### config.mk
export PLATFORM = sky130hd
export DESIGN_NAME = mouse_packet_tracker
export DESIGN_NICKNAME = d
export VERILOG_FILES = /design/src/rtl/mouse_packet_tracker.sv
export SDC_FILE = /design/constraint.sdc
export NUM_CORES = 1
export LEC_CHECK = 0
export ABC_AREA = 1
export ABC_CLOCK_PERIOD_IN_PS = 3200
export BUFFER_PORTS_ARGS = -buffer_cell sky130_fd_sc_hd__buf_2
export CAP_MARGIN = 20
export CORE_ASPECT_RATIO = 0.9
export CORE_MARGIN = 2
export CORE_UTILIZATION = 40
export DETAILED_ROUTE_END_ITERATION = 16
export PLACE_DENSITY = 0.57
export SKIP_CTS_REPAIR_TIMING = 1
export SLEW_MARGIN = 20
export SYNTH_ARGS = -nofsm -noshare
export SYNTH_HDL_FRONTEND = slang
export SYNTH_SLANG_ARGS = --single-unit
### constraint.sdc
create_clock -name CLK -period 3.2 [get_ports CLK]
set_input_delay 0.48 -clock CLK [delete_from_list [all_inputs] [get_ports CLK]]
set_output_delay 0.48 -clock CLK [all_outputs]
set_load 0.05 [all_outputs]
### src/rtl/mouse_packet_tracker.sv
// Assembles 3-byte PS/2 stream-mode packets into a clamped absolute cursor position.
// Optional: define MOUSE_ERR_COUNT_EN to add the saturating ERR_COUNT discard counter.
module mouse_packet_tracker #(
    parameter int X_WIDTH        = 8,
    parameter int Y_WIDTH        = 7,
    parameter int X_MAX          = 159,
    parameter int Y_MAX          = 119,
    parameter int TIMEOUT_CYCLES = 100000
) (
    input  logic               CLK,
    input  logic               RESET,
    input  logic [7:0]         BYTE_READ,
    input  logic [1:0]         BYTE_ERROR_CODE,
    input  logic               BYTE_READY,
    output logic               READ_ENABLE,
    output logic [X_WIDTH-1:0] MOUSE_X,
    output logic [Y_WIDTH-1:0] MOUSE_Y,
    output logic [7:0]         MOUSE_STATUS,
    output logic               PACKET_VALID
`ifdef MOUSE_ERR_COUNT_EN
    ,
    output logic [7:0]         ERR_COUNT
`endif
);

    localparam int CNT_W   = (TIMEOUT_CYCLES > 2) ? $clog2(TIMEOUT_CYCLES) : 1;
    localparam int WIDE_W  = (X_WIDTH > Y_WIDTH) ? X_WIDTH : Y_WIDTH;
    // Position plus a 9-bit delta, with headroom for sign and carry.
    localparam int SUM_W   = (WIDE_W + 3 > 11) ? WIDE_W + 3 : 11;

    localparam logic [CNT_W-1:0]        TO_LAST  = CNT_W'(TIMEOUT_CYCLES - 1);
    localparam logic signed [SUM_W-1:0] X_MAX_S  = SUM_W'(X_MAX);
    localparam logic signed [SUM_W-1:0] Y_MAX_S  = SUM_W'(Y_MAX);

    typedef enum logic [1:0] {
        WAIT_B0,
        WAIT_B1,
        WAIT_B2,
        UPDATE
    } state_t;

    state_t           state;
    logic [7:0]       status_q;
    logic [7:0]       dx_q;
    logic [7:0]       dy_q;
    logic [CNT_W-1:0] timeout_cnt;

    logic                     byte_good;
    logic                     timed_out;
    logic signed [8:0]        dx_s;
    logic signed [8:0]        dy_s;
    logic signed [SUM_W-1:0]  sum_x;
    logic signed [SUM_W-1:0]  sum_y;
    logic [X_WIDTH-1:0]       new_x;
    logic [Y_WIDTH-1:0]       new_y;

    assign byte_good = BYTE_READY && (BYTE_ERROR_CODE == 2'b00);
    assign timed_out = !BYTE_READY && (timeout_cnt == TO_LAST);

    // Overflow bits saturate the delta to the extreme of its sign.
    always_comb begin
        dx_s = {status_q[4], dx_q};
        if (status_q[6])
            dx_s = status_q[4] ? 9'h100 : 9'h0FF;
        dy_s = {status_q[5], dy_q};
        if (status_q[7])
            dy_s = status_q[5] ? 9'h100 : 9'h0FF;
    end

    // Screen Y grows downward while mouse dY is positive upward, hence the subtraction.
    always_comb begin
        sum_x = $signed({{(SUM_W-X_WIDTH){1'b0}}, MOUSE_X}) + $signed({{(SUM_W-9){dx_s[8]}}, dx_s});
        sum_y = $signed({{(SUM_W-Y_WIDTH){1'b0}}, MOUSE_Y}) - $signed({{(SUM_W-9){dy_s[8]}}, dy_s});

        if (sum_x < 0)
            new_x = '0;
        else if (sum_x > X_MAX_S)
            new_x = X_WIDTH'(X_MAX);
        else
            new_x = X_WIDTH'(sum_x);

        if (sum_y < 0)
            new_y = '0;
        else if (sum_y > Y_MAX_S)
            new_y = Y_WIDTH'(Y_MAX);
        else
            new_y = Y_WIDTH'(sum_y);
    end

    // NOTE: all state here is updated with <= so every register sees pre-edge values.
    always_ff @(posedge CLK) begin
        if (RESET) begin
            state        <= WAIT_B0;
            status_q     <= 8'h00;
            dx_q         <= 8'h00;
            dy_q         <= 8'h00;
            timeout_cnt  <= '0;
            READ_ENABLE  <= 1'b0;
            MOUSE_X      <= X_WIDTH'(X_MAX / 2);
            MOUSE_Y      <= Y_WIDTH'(Y_MAX / 2);
            MOUSE_STATUS <= 8'h00;
            PACKET_VALID <= 1'b0;
        end else begin
            READ_ENABLE  <= 1'b1;
            PACKET_VALID <= 1'b0;
            case (state)
                WAIT_B0: begin
                    timeout_cnt <= '0;
                    if (byte_good && BYTE_READ[3]) begin
                        status_q <= BYTE_READ;
                        state    <= WAIT_B1;
                    end
                end
                WAIT_B1, WAIT_B2: begin
                    if (BYTE_READY) begin
                        timeout_cnt <= '0;
                        if (BYTE_ERROR_CODE != 2'b00) begin
                            state <= WAIT_B0;
                        end else if (state == WAIT_B1) begin
                            dx_q  <= BYTE_READ;
                            state <= WAIT_B2;
                        end else begin
                            dy_q  <= BYTE_READ;
                            state <= UPDATE;
                        end
                    end else if (timed_out) begin
                        timeout_cnt <= '0;
                        state       <= WAIT_B0;
                    end else begin
                        timeout_cnt <= timeout_cnt + 1'b1;
                    end
                end
                UPDATE: begin
                    MOUSE_X      <= new_x;
                    MOUSE_Y      <= new_y;
                    MOUSE_STATUS <= status_q;
                    PACKET_VALID <= 1'b1;
                    state        <= WAIT_B0;
                end
                default: state <= WAIT_B0;
            endcase
        end
    end

`ifdef MOUSE_ERR_COUNT_EN
    logic discard_event;

    // Receiver errors count in any collecting state; sync failures only at packet start.
    assign discard_event =
        ((state != UPDATE) && BYTE_READY && (BYTE_ERROR_CODE != 2'b00)) ||
        ((state == WAIT_B0) && byte_good && !BYTE_READ[3]) ||
        (((state == WAIT_B1) || (state == WAIT_B2)) && timed_out);

    always_ff @(posedge CLK) begin
        if (RESET)
            ERR_COUNT <= 8'h00;
        else if (discard_event && (ERR_COUNT != 8'hFF))
            ERR_COUNT <= ERR_COUNT + 8'h01;
    end
`endif

endmodule

* Word level (Yosys, flattened, before mapping)
Index checks and enable logic that the tools add are counted.
** Storage, ports and cells
- Bits in registers :: 68
- Input bits :: 13
- Output and inout bits :: 25
- Word-level logic and storage cells :: 57
** Operators by class
- $add $sub $neg :: 3
- Order comparisons :: 4
- Eq/ne operators :: 6
- Multiplexer cells :: 19
- Bitwise operators :: 2
- Reductions and logical operators :: 13
** Operators by type and width (number)
- $mux W9 :: 4
- $mux W17 :: 2
- $pmux W17 S2 :: 1
- $lt A10 B1 Y1 const B :: 2
- $add A17 B1 Y17 const B :: 1
- $eq A17 B17 Y1 const B :: 1
- $mux W8 :: 2
- $mux W7 :: 2
- $add A9 B9 Y10 :: 1
- $gt A10 B8 Y1 const B :: 1
- $gt A10 B9 Y1 const B :: 1
- $sub A8 B9 Y10 :: 1
- $mux W2 :: 4
- $reduce_and A4 Y1 :: 2
- $pmux W2 S3 :: 1
- $eq A2 B2 Y1 const B :: 2
- $logic_not A2 Y1 :: 2
- $reduce_and A2 Y1 :: 2
- $reduce_bool A2 Y1 :: 2
- $logic_and A1 B1 Y1 :: 3
- $mux W1 :: 3
- $ne A3 B3 Y1 const B :: 1
- $eq A2 B1 Y1 const B :: 1
- $ne A2 B2 Y1 const B :: 1
- other kinds (3) :: 4

* Longest topological paths before layout
Gate-level depths: netlist of the first run.
- Word-level depth :: 6
- Mapped depth :: 17
- Mapped depth without buffers :: 17

* Worst setup path before layout of the first run
OpenSTA, ideal clock, no wires.
- Kind :: register to register
- From :: register MOUSE_X[0]
- To :: register MOUSE_X[0]
- Setup time :: 0.116 ns
- Arrival :: 2.153 ns
- Data required time :: 3.084 ns
- Path slack :: 0.931 ns
- Cell stages (with the launch flop) :: 14
- Buffers on the path :: 0
- Period minus slack after synthesis :: 2.269 ns
- Path through :: dfxtp_1 > ha_1 > inv_1 > fa_1 > o21ai_2 > nand2_1 > nand2_1 > nand2_1 > nand2_1 > nand2_1 > nand2_2 > nand2_1 > o21ai_1 > nand2_1
** Between the ends
- Longest elaborated chain between the ends :: 4
- Elaborated cells on any way between the ends :: 5
- Classes of those cells :: 1 x add/sub; 2 x order compare; 2 x mux
** Ends and longest elaborated chain
- start: declaration :: line 16 : output logic [X_WIDTH-1:0] MOUSE_X,
- start signal: assignment :: line 99 : MOUSE_X <= X_WIDTH'(X_MAX / 2);
- start signal: assignment :: line 134 : MOUSE_X <= new_x;
- $add A9 B9 Y10 * :: line 72 : sum_x = $signed({{(SUM_W-X_WIDTH){1'b0}}, MOUSE_X}) + $signed({{(SUM_W-9){dx_s[8]}}, dx_s});
- $gt A10 B9 Y1 :: line 77 : else if (sum_x > X_MAX_S)
- $mux W8 :: line 77
- $mux W8 * :: line 75 : if (sum_x < 0)
Mark *: on every way between the ends. The rest lies on a longest branch, timed or not.
A chain may end at the register's enable or synchronous reset.

* Worst setup path in the final report of the first run
- From :: register status_q[6]
- To :: register MOUSE_X[0]
** Between the ends
- Longest elaborated chain between the ends :: 5
- Elaborated cells on any way between the ends :: 6
- Classes of those cells :: 1 x add/sub; 2 x order compare; 3 x mux
** Ends and longest elaborated chain
- start: declaration :: line 43 : logic [7:0] status_q;
- start signal: assignment :: line 94 : status_q <= 8'h00;
- start signal: assignment :: line 110 : status_q <= BYTE_READ;
- $mux W9 * :: line 63 : if (status_q[6])
- $add A9 B9 Y10 * :: line 72
- $gt A10 B9 Y1 :: line 77
- $mux W8 :: line 77
- $mux W8 * :: line 75
Marked as above.

==> metrics.cfg, run 1 <==
[drt]
firstDrtPassIters = 4
wl_mm = 9.06
vias_per_cell = 4.98
vias = 3416
wire_per_inst_um = 13.2
drc_errors = 0
final_antenna_net_count = 0
drt_iter0_drc = 144

[synth]
async_flop_share = 0
synth-edff-count = 0
yosys.area.top_type = dfxtp_1
synth_seq_area_share = 0.362
synth_area_leaders = dfxtp_1, nand2_1, a21oi_1
synth_top_flop_cell = dfxtp_1
synth_area_um2 = 3760
ys_ff_latch = 68
syn_nets = 559
synth_cell_types = 41
syn_avg_cell_area_um2 = 7.20
syn_inst = 522
yosysWarnings = 0
netlist.area_leader.share = 0.362

[die]
die-area_um2 = 10200
placementRows = 33
core_um2 = 9130
die_y_um = 96.0
start_util = 0.412
ios = 38
fp.dieW_um = 106

[worst_setup_path]
max_stage_delay_ns = 0.43
path_cells = clkinv_1, a21oi_1, ha_1, inv_1, fa_1, o21ai_2, nand4_1, nand2_1, nand2_1, nand2_1, nand2_1, o21ai_1, nand2_1
worst-endpoint-required_ns = 3.44
r2r-start = status_q[6]
worst-r2r-setup-slack_ns = 0.49
worstRegToRegCells = 13
cp.arrival_ns = 2.95
r2r-end = MOUSE_X[0]
critical-path-slowest-cell = fa_1
timing.critical_path.buf_inv = 2
worstPathMaxFanout = 10
crit_cells = 13
cp_common_cell = nand2_1
cp_top_family = adder cells
worstSetupEndpointType = flip-flop
crit_type = reg2reg
crit_path_start_kind = flip-flop

[final_layout]
antenna_cells = 0
syn_to_final_growth_pct = 13.7
drive_gt1_frac = 0.152
stdcell_count = 686
fill_cells = 938
design_area_um2 = 4280
nNetsFinal = 597

[hold_path]
hp-start = BYTE_READ[6]
hold-path-cell-count = 3
hold_path_class = in2reg
min_to = dy_q[6]

[global_routing]
grt_pass1_wl_mm = 15.1
antenna_found_initial = 0
gr-total-overflow = 0
grt_pass1_vias = 3102
grt_max_degree = 27
grt_usage = 0.188

[clock_network]
cts.path.max_buffers = 2
path_clk_slew_ns = 0.09
cts_max_level = 3
clk_latency_ns = 0.35
cts_root_buf = clkbuf_8
cts_made_buffers = 9
cts_sinks = 68
cts_tree = built

[pwr]
power.total_mw = 1.86
p_leak_nw = 1.87
power_density_nw_per_um2 = 436
peakVddDrop_v = 0.000229

[sta]
hold_viol = 0
fmax_mhz = 369
slew_violations = 0
setup_slack_ns = 0.487
max_slew_margin = 0.596
skew_ns = 0.0145
rsz0062_at_grt = false
finalSetupViolCount = 0
fin_crit_ns = 2.71
worst_pin_slew_ns = 0.604
finalSetupTns_ns = 0
period_share = 0.848

[placement]
gp_congestion = 0.917
port_buffers = 37
pre_cts_slack_ns = 0.488
place_area_um2 = 4060
place_inst = 671
dp_hpwl_mm = 6.84

[run_status]
status = completed

[flow_run]
cap_violations = 0

metrics by stage:
step                hold slack [ns]  utilization
global placement              0.440        0.445
finish                        0.426        0.469
detailed placement            0.444        0.445
CTS                           0.419        0.469
floorplan                     0.430            -
global route                  0.413        0.469
cells by family (layout without fill, tap and decap cells):
group,Yosys count,in the layout,synth area share
flip-flops,68,68,0.362
XOR/XNOR,9,9,0.0210
AND/OR/NAND/NOR,217,217,0.276
AO/OA/AOI/OAI,119,119,0.170
adder cells (fa/ha/maj),24,24,0.0839
buffers and inverters,85,127,0.0872
report_power, final:
group | internal (mW) | switching [mW] | total, mW
Sequential | 0.857 | 0.00879 | 0.866
Combinational | 0.0727 | 0.139 | 0.212
Clock | 0.436 | 0.350 | 0.786
Total | 1.37 | 0.498 | 1.86
layer usage:
metal	routed length (µm)	GRT usage	vias up
met5	0	0	-
met4	63	0.0526	0
met3	421	0.0379	4
met2	3750	0.279	71
met1	4820	0.275	1546
li1	-	-	1795
tightest hold or removal path, delay by kind of cell:
kind	cells	cell delay, ns
AND/OR/NAND/NOR	1	0.08
AO/OA/AOI/OAI	1	0.06
buffers and inverters	1	0.12
flip-flops by register name, summed over array words and instances, names as in the netlist:
signal and flops:
READ_ENABLE 1, state 2, MOUSE_Y 7, status_q 8, MOUSE_X 8, MOUSE_STATUS 8
PACKET_VALID 1, timeout_cnt 17, dy_q 8, dx_q 8
how the worst max path moves through the flow:
stage	from	end	slack (ns)
finish	status_q[6]	MOUSE_X[0]	0.49
global route	status_q[6]	MOUSE_X[2]	0.20
CTS	status_q[6]	MOUSE_X[0]	0.45
detailed placement	status_q[6]	MOUSE_X[0]	0.49
global placement	status_q[6]	MOUSE_X[0]	0.48
floorplan	MOUSE_X[0]	MOUSE_X[0]	0.93
cell usage after synthesis (2+ instances only):
cell type and instances:
a21o_1 2, a21oi_1 66, buf_4 2, clkbuf_1 11
clkinv_1 2, dfxtp_1 68, fa_1 2, ha_1 22
inv_1 66, inv_2 3, nand2_1 111, nand2_2 7
nand3_1 32, nand4_1 10, nand4_2 2, nor2_1 29
nor2_2 5, nor2_4 3, nor3_1 6, nor3b_1 3
nor4_1 2, o21a_1 2, o21ai_0 33, o21ai_1 8
o21ai_2 2, xnor2_1 3, xor2_1 6
placed cells by master, fill, tap and decap left out, types with 2 or more instances in the layout:
cell type / instances
fa_1: 2
xor2_1: 6
nand2_1: 111
clkinv_1: 2
clkinvlp_4: 2
nor4_1: 2
nor2_2: 5
nor2_4: 3
o21ai_1: 8
o21a_1: 2
nand4_2: 2
clkbuf_8: 9
inv_2: 3
o21ai_2: 2
dfxtp_1: 68
buf_4: 3
nor2_1: 29
a21o_1: 2
nor3b_1: 3
nor3_1: 6
nand2_2: 7
nand3_1: 32
xnor2_1: 3
buf_2: 37
nand4_1: 10
inv_1: 66
o21ai_0: 33
a21oi_1: 66
clkinv_2: 2
bufinv_16: 2
ha_1: 22
final cells by class:
class                   instances  area (µm²)  share of cell area
repair buffers                 40         208              0.0486
multi-input cells             369        2070               0.484
well taps                     122         153              0.0357
clock inverters                 6        88.8              0.0208
inverters                      72         272              0.0635
flip-flops and latches         68        1360               0.318
clock buffers                   9         124              0.0290
Note: power is estimated with default switching activity, not from simulation.
==> inputs of run 2 (changes only) <==
Settings changed: ABC_AREA 1 to 0, ABC_CLOCK_PERIOD_IN_PS 3200 to 2600.
Clock period 3.2 ns to 2.6 ns, I/O delays scaled along.
==> run 2 against run 1 <==
Compared with the run above:
- die area shrank 4.0%
- global-route usage shrank 0.96 points
- area after synthesis shrank 4.1%
- power grew 14%
- register-to-register slack lost 0.35 ns
- critical path type unchanged
- critical endpoint is now MOUSE_X[6]
==> metrics.cfg, run 2 <==
[run_status]
status = completed  ; unchanged

[die]
core_um2 = 8650  ; was 9130 µm²
start_util = 0.417  ; was 0.412
die_y_um = 94.0  ; was 96.0 µm
die-area_um2 = 9780  ; was 10200 µm²
placementRows = 32  ; was 33
fp.dieW_um = 104  ; was 106 µm
ios = 38  ; unchanged

[sta]
finalSetupViolCount = 0  ; unchanged
worst_pin_slew_ns = 0.573  ; was 0.604 ns
setup_slack_ns = 0.132  ; was 0.487 ns
hold_viol = 0  ; unchanged
whs_ns = 0.309  ; was 0.426 ns
period_share = 0.949  ; was 0.848
skew_ns = 0.0110  ; was 0.0145 ns
fin_crit_ns = 2.47  ; was 2.71 ns
fmax_mhz = 405  ; was 369 MHz
slew_violations = 0  ; unchanged
max_slew_margin = 0.617  ; was 0.596

[drt]
wire_per_inst_um = 13.9  ; was 13.2 µm
vias_per_cell = 5.10  ; was 4.98
firstDrtPassIters = 4  ; unchanged
wl_mm = 8.30  ; was 9.06 mm
drt_iter0_drc = 92  ; was 144
vias = 3052  ; was 3416
final_antenna_net_count = 0  ; unchanged
drc_errors = 0  ; unchanged

[final_layout]
layout_commonest_cell = dfxtp_1  ; was nand2_1
post-route-util = 0.502  ; was 0.469
antenna_cells = 0  ; unchanged
regMostFlops = timeout_cnt  ; unchanged
largest_reg_flops = 17  ; unchanged
mostFrequentLayoutCells = dfxtp_1, nand2_1, nor2_1, buf_2, a21oi_1  ; was nand2_1, dfxtp_1, inv_1, a21oi_1, buf_2
drive_gt1_frac = 0.215  ; was 0.152
nNetsFinal = 512  ; was 597
fill_cells = 873  ; was 938
syn_to_final_growth_pct = 20.6  ; was 13.7%

[global_routing]
grt_max_degree = 50  ; was 27
grt_pass1_vias = 2931  ; was 3102
antenna_found_initial = 0  ; unchanged
grtUsageMet2 = 0.296  ; was 0.279
gr-total-overflow = 0  ; unchanged
gr-usage-met1 = 0.233  ; was 0.275
grt_pass1_wl_mm = 14.0  ; was 15.1 mm
use_met3 = 0.0451  ; was 0.0379
grt.busiest_layer = met2  ; unchanged
grt_usage = 0.178  ; was 0.188

[clock_network]
cts_sinks = 68  ; unchanged
cts_max_level = 3  ; unchanged
clk_latency_ns = 0.34  ; was 0.35 ns
cts_made_buffers = 9  ; unchanged
cts.path.max_buffers = 2  ; unchanged
path_clk_slew_ns = 0.08  ; was 0.09 ns
cts_root_buf = clkbuf_8  ; unchanged
cts_tree = built  ; unchanged

[synth]
yosys.area.top_type = dfxtp_1  ; unchanged
netlist.area_leader.share = 0.378  ; was 0.362
yosysWarnings = 0  ; unchanged
synth_seq_area_share = 0.378  ; was 0.362
synth_cell_types = 56  ; was 41
ys_ff_latch = 68  ; unchanged
synth_top_flop_cell = dfxtp_1  ; unchanged
synth_area_um2 = 3600  ; was 3760 µm²
syn_avg_cell_area_um2 = 8.66  ; was 7.20 µm²
async_flop_share = 0  ; unchanged
syn_nets = 453  ; was 559
synth_area_leaders = dfxtp_1, ha_1, a21oi_1  ; was dfxtp_1, nand2_1, a21oi_1
synth_common_cells = dfxtp_1, nand2_1, nor2_1  ; was nand2_1, dfxtp_1, a21oi_1, inv_1, o21ai_0
syn_inst = 416  ; was 522
yosysMostFrequentCell = dfxtp_1  ; was nand2_1
synth-edff-count = 0  ; unchanged

[pwr]
power_density_nw_per_um2 = 490  ; was 436 nW/µm²
p_leak_nw = 1.74  ; was 1.87 nW
peakVddDrop_v = 0.000247  ; was 0.000229 V

[hold_path]
hold_path_class = in2reg  ; unchanged
hold-path-cell-count = 3  ; unchanged
min_to = dy_q[7]  ; was dy_q[6]
hp-start = BYTE_READ[7]  ; was BYTE_READ[6]

[worst_setup_path]
cp.arrival_ns = 2.70  ; was 2.95 ns
r2r-end = MOUSE_X[6]  ; was MOUSE_X[0]
worstSetupEndpointType = flip-flop  ; unchanged
critPathLaunch = status_q[6]  ; unchanged
crit_path_start_kind = flip-flop  ; unchanged
worstPathMaxFanout = 5  ; was 10
worst-endpoint-required_ns = 2.84  ; was 3.44 ns
r2r-start = status_q[6]  ; unchanged
worst-r2r-setup-slack_ns = 0.13  ; was 0.49 ns
worstRegToRegCells = 12  ; was 13
crit_type = reg2reg  ; unchanged

[placement]
pre_cts_slack_ns = -0.0141  ; was 0.488 ns
dp_hpwl_mm = 6.01  ; was 6.84 mm
port_buffers = 37  ; unchanged
gp_congestion = 0.918  ; was 0.917

[flow_run]
cap_violations = 0  ; unchanged

-- run 2: changes by cell type after synthesis, moves of 8 or more --
cell     previous run  this run
a21o_1              2        10
a21oi_1            66        38
nand2_1           111        44
nand3_1            32         7
nand4_1            10         1
inv_1              66        14
o21a_1              2        11
nor2_1             29        39
mux2i_1             0        16
-- run 2: cell families after synthesis --
logic type | Yosys count | share of synthesized area
XOR/XNOR | 22 | 0.0535
flip-flops | 68 | 0.378
AND/OR/NAND/NOR | 135 | 0.178
buffers and inverters | 30 | 0.0347
multiplexers | 16 | 0.0444
AO/OA/AOI/OAI | 121 | 0.224
adder cells (fa/ha/maj) | 24 | 0.0875
-- run 2: routing by layer --
layer,vias to the layer above,part of all wire
met1,1406,0.50
met5,-,0
li1,1589,-
met4,0,0.012
met2,46,0.45
met3,11,0.030
-- run 2: area by class of cell --
class	count	area, µm²	share of cell area
clock buffer	10	128	0.0294
clock inverter	6	65.1	0.0150
inverter	15	56.3	0.0130
multi-input combinational	318	2200	0.506
sequential	68	1370	0.314
tap	119	149	0.0343
timing repair buffer	63	384	0.0884
-- run 2: report_power, final --
group	switching [mW]	total, mW	internal [mW]	leakage [nW]
logic	0.123	0.207	0.0843	1.10
registers	0.00939	1.06	1.05	0.549
clock network	0.417	0.860	0.443	0.0962
total	0.549	2.13	1.58	1.74
-- run 2: how the worst max path moves through the flow --
stage,slack [ns],end,cells after the start
6_report,0.13,MOUSE_X[6],12
3_5_place_dp,-0.01,MOUSE_X[6],11
4_1_cts,-0.02,MOUSE_X[6],11
5_1_grt,-0.01,MOUSE_X[6],11
2_1_floorplan,0.04,MOUSE_X[6],8
3_3_place_gp,0.07,MOUSE_X[6],11
-- run 2: through the flow --
| step | instance area [µm²] | cells | TNS, ns | power (mW) |
|---|---|---|---|---|
| floorplan | 3610 | 416 | 0 | 1.22 |
| CTS | 4240 | 596 | -0.0175 | 2.15 |
| global placement | 4040 | 580 | 0 | 1.28 |
| global route | 4350 | 599 | -0.0169 | 2.23 |
| detailed placement | 4040 | 580 | -0.0141 | 1.28 |
| finish | 4350 | 599 | 0 | 2.13 |
-- run 2: worst max-delay path, cell delays in order, from the launching register on --
cell and delay, ns:
dfxtp_2 0.35, nand2_1 0.07, buf_4 0.15, buf_4 0.13, o21a_1 0.10, ha_1 0.20
a21o_1 0.21, o21bai_4 0.20, o311a_1 0.31, o21ai_2 0.17, buf_6 0.13, nor3_1 0.05
a221o_1 0.31
==> inputs of run 3 (changes only) <==
Settings changed: CORE_ASPECT_RATIO 0.9 to 0.5, GPL_ROUTABILITY_DRIVEN set to 0, RECOVER_POWER set to 50.
==> run 3 against run 2 <==
Compared with the run above:
- non-clock buffer count down 6
- first-iteration DRC count up 65%
- via count down 1.5%
- sequential share of layout area down 0.083 points
- core utilization down 0.20 points
==> metrics.cfg, run 3 (same netlist as run 2, synthesis figures left out) <==
[run_status]
status = completed  ; unchanged

[sta]
max_slew_margin = 0.411  ; was 0.617
finalSetupViolCount = 0  ; unchanged
fin_crit_ns = 2.49  ; was 2.47 ns
hold_viol = 0  ; unchanged
skew_ns = 0.00412  ; was 0.0110 ns
whs_ns = 0.331  ; was 0.309 ns
slew_violations = 0  ; unchanged
worst_pin_slew_ns = 0.884  ; was 0.573 ns
period_share = 0.956  ; was 0.949
fmax_mhz = 402  ; was 405 MHz

[hold_path]
hold_path_class = in2reg  ; unchanged
hold-path-cell-count = 2  ; was 3
hp-start = RESET  ; was BYTE_READ[7]
min_to = READ_ENABLE  ; was dy_q[7]

[final_layout]
mostFrequentLayoutCells = dfxtp_1, nand2_1, nor2_1, a21oi_1, clkbuf_1  ; was dfxtp_1, nand2_1, nor2_1, buf_2, a21oi_1
post-route-util = 0.500  ; was 0.502
regMostFlops = timeout_cnt  ; unchanged
stdcell_count = 588  ; was 599
antenna_cells = 0  ; unchanged
drive_gt1_frac = 0.153  ; was 0.215
seq_area_um2 = 1370  ; about the same
syn_to_final_growth_pct = 21.4  ; was 20.6%
layout_commonest_cell = dfxtp_1  ; unchanged
multi_input_area_um2 = 2220  ; was 2200 µm²
largest_reg_flops = 17  ; unchanged
nNetsFinal = 506  ; was 512
fill_cells = 850  ; was 873

[clock_network]
cts.path.max_buffers = 2  ; unchanged
cts_root_buf = clkbuf_16  ; was clkbuf_8
clk_latency_ns = 0.33  ; was 0.34 ns
cts_max_level = 3  ; unchanged
cts_tree = built  ; unchanged
cts_sinks = 68  ; unchanged
path_clk_slew_ns = 0.05  ; was 0.08 ns
cts_made_buffers = 9  ; unchanged

[die]
die_y_um = 71.1  ; was 94.0 µm
start_util = 0.412  ; was 0.417
core_um2 = 8740  ; was 8650 µm²
die-area_um2 = 9830  ; was 9780 µm²
placementRows = 24  ; was 32
ios = 38  ; unchanged
fp.dieW_um = 138  ; was 104 µm

[pwr]
peakVddDrop_v = 0.000319  ; was 0.000247 V
combPwrFrac = 0.083  ; was 0.097
p_sw_frac = 0.224  ; was 0.258
power_density_nw_per_um2 = 555  ; was 490 nW/µm²
clkPwrFrac = 0.480  ; was 0.404
p_switching_uw = 543  ; was 549 µW
power.total_mw = 2.43  ; was 2.13 mW
p_int_mw = 1.89  ; was 1.58 mW
p_leak_nw = 1.69  ; was 1.74 nW
seq_power_share = 0.438  ; was 0.499

[worst_setup_path]
worstRegToRegCells = 10  ; was 12
cp.arrival_ns = 2.70  ; about the same
worst-r2r-setup-slack_ns = 0.11  ; was 0.13 ns
crit_path_start_kind = flip-flop  ; unchanged
r2r-start = status_q[4]  ; was status_q[6]
worstSetupEndpointType = flip-flop  ; unchanged
crit_type = reg2reg  ; unchanged
worstPathMaxFanout = 6  ; was 5
worst-endpoint-required_ns = 2.82  ; was 2.84 ns
r2r-end = MOUSE_X[6]  ; unchanged

[global_routing]
grt_pass1_vias = 2822  ; was 2931
grt_pass1_wl_mm = 13.7  ; was 14.0 mm
gr-total-overflow = 0  ; unchanged
antenna_found_initial = 0  ; unchanged
grt_usage = 0.174  ; was 0.178
grt_max_degree = 50  ; unchanged

[drt]
drc_errors = 0  ; unchanged
wl_mm = 8.18  ; was 8.30 mm
drt_iter0_drc = 152  ; was 92
final_antenna_net_count = 0  ; unchanged
vias_per_cell = 5.11  ; was 5.10
firstDrtPassIters = 4  ; unchanged
wire_per_inst_um = 13.9  ; about the same
vias = 3007  ; was 3052

[flow_run]
cap_violations = 0  ; unchanged

[placement]
place_inst = 572  ; was 580
dp_hpwl_mm = 5.89  ; was 6.01 mm
port_buffers = 37  ; unchanged

-- run 3: cell types whose count changed in the layout (fill, tap and decap cells not counted), sizes merged --
cell    change
clkinv      -4
buf        -32
clkbuf     +27
-- run 3: worst max path at each step --
stage,startpoint,to,slack (ns)
2_1_floorplan,MOUSE_X[1],MOUSE_X[6],0.04
3_3_place_gp,status_q[6],MOUSE_X[2],0.02
3_5_place_dp,status_q[6],MOUSE_X[6],-0.02
4_1_cts,status_q[6],MOUSE_X[6],-0.05
5_1_grt,status_q[7],MOUSE_Y[0],-0.02
6_report,status_q[4],MOUSE_X[6],0.11
-- run 3: metrics by stage --
step           TNS [ns]  setup slack [ns]  instance area, µm²
2_1_floorplan         0            0.0418                3610
3_3_place_gp          0            0.0236                4000
3_5_place_dp    -0.0205           -0.0205                4000
4_1_cts         -0.0654           -0.0464                4280
5_1_grt         -0.0207           -0.0152                4370
6_report              0             0.114                4370
-- run 3: area by class of cell --
cell class              instances  area share
clock buffers                  11      0.0555
clock inverters                 2     0.00858
inverters                      15      0.0129
multi-input cells             318       0.507
flip-flops and latches         68       0.313
well taps                     117      0.0335
repair buffers                 57      0.0695
-- run 3: critical path: stages, from the launching register on --
cell and delay, ns:
dfxtp_1 0.37, nand2_4 0.08, buf_4 0.15, o21a_1 0.12, ha_1 0.29, a21o_1 0.18
o21bai_2 0.23, o31ai_2 0.28, xnor2_2 0.19, a22oi_2 0.15, a221o_1 0.34
-- run 3: power by group through the flow --
stage / Combinational (mW) / Clock [mW] / Sequential (mW)
floorplan: 0.130 / 0 / 1.09
global placement: 0.190 / 0 / 1.09
detailed placement: 0.189 / 0 / 1.09
CTS: 0.189 / 1.20 / 1.06
global route: 0.224 / 1.26 / 1.06
finish: 0.201 / 1.16 / 1.06
-- run 3: per-layer routing --
metal | vias up | wire, µm | part of all wire | global-route usage
met4 | 0 | 60 | 0.0073 | 0.0442
met3 | 5 | 343 | 0.042 | 0.0548
met1 | 1373 | 4220 | 0.52 | 0.239
met5 | - | 0 | 0 | 0
li1 | 1583 | - | - | -
met2 | 46 | 3550 | 0.43 | 0.268
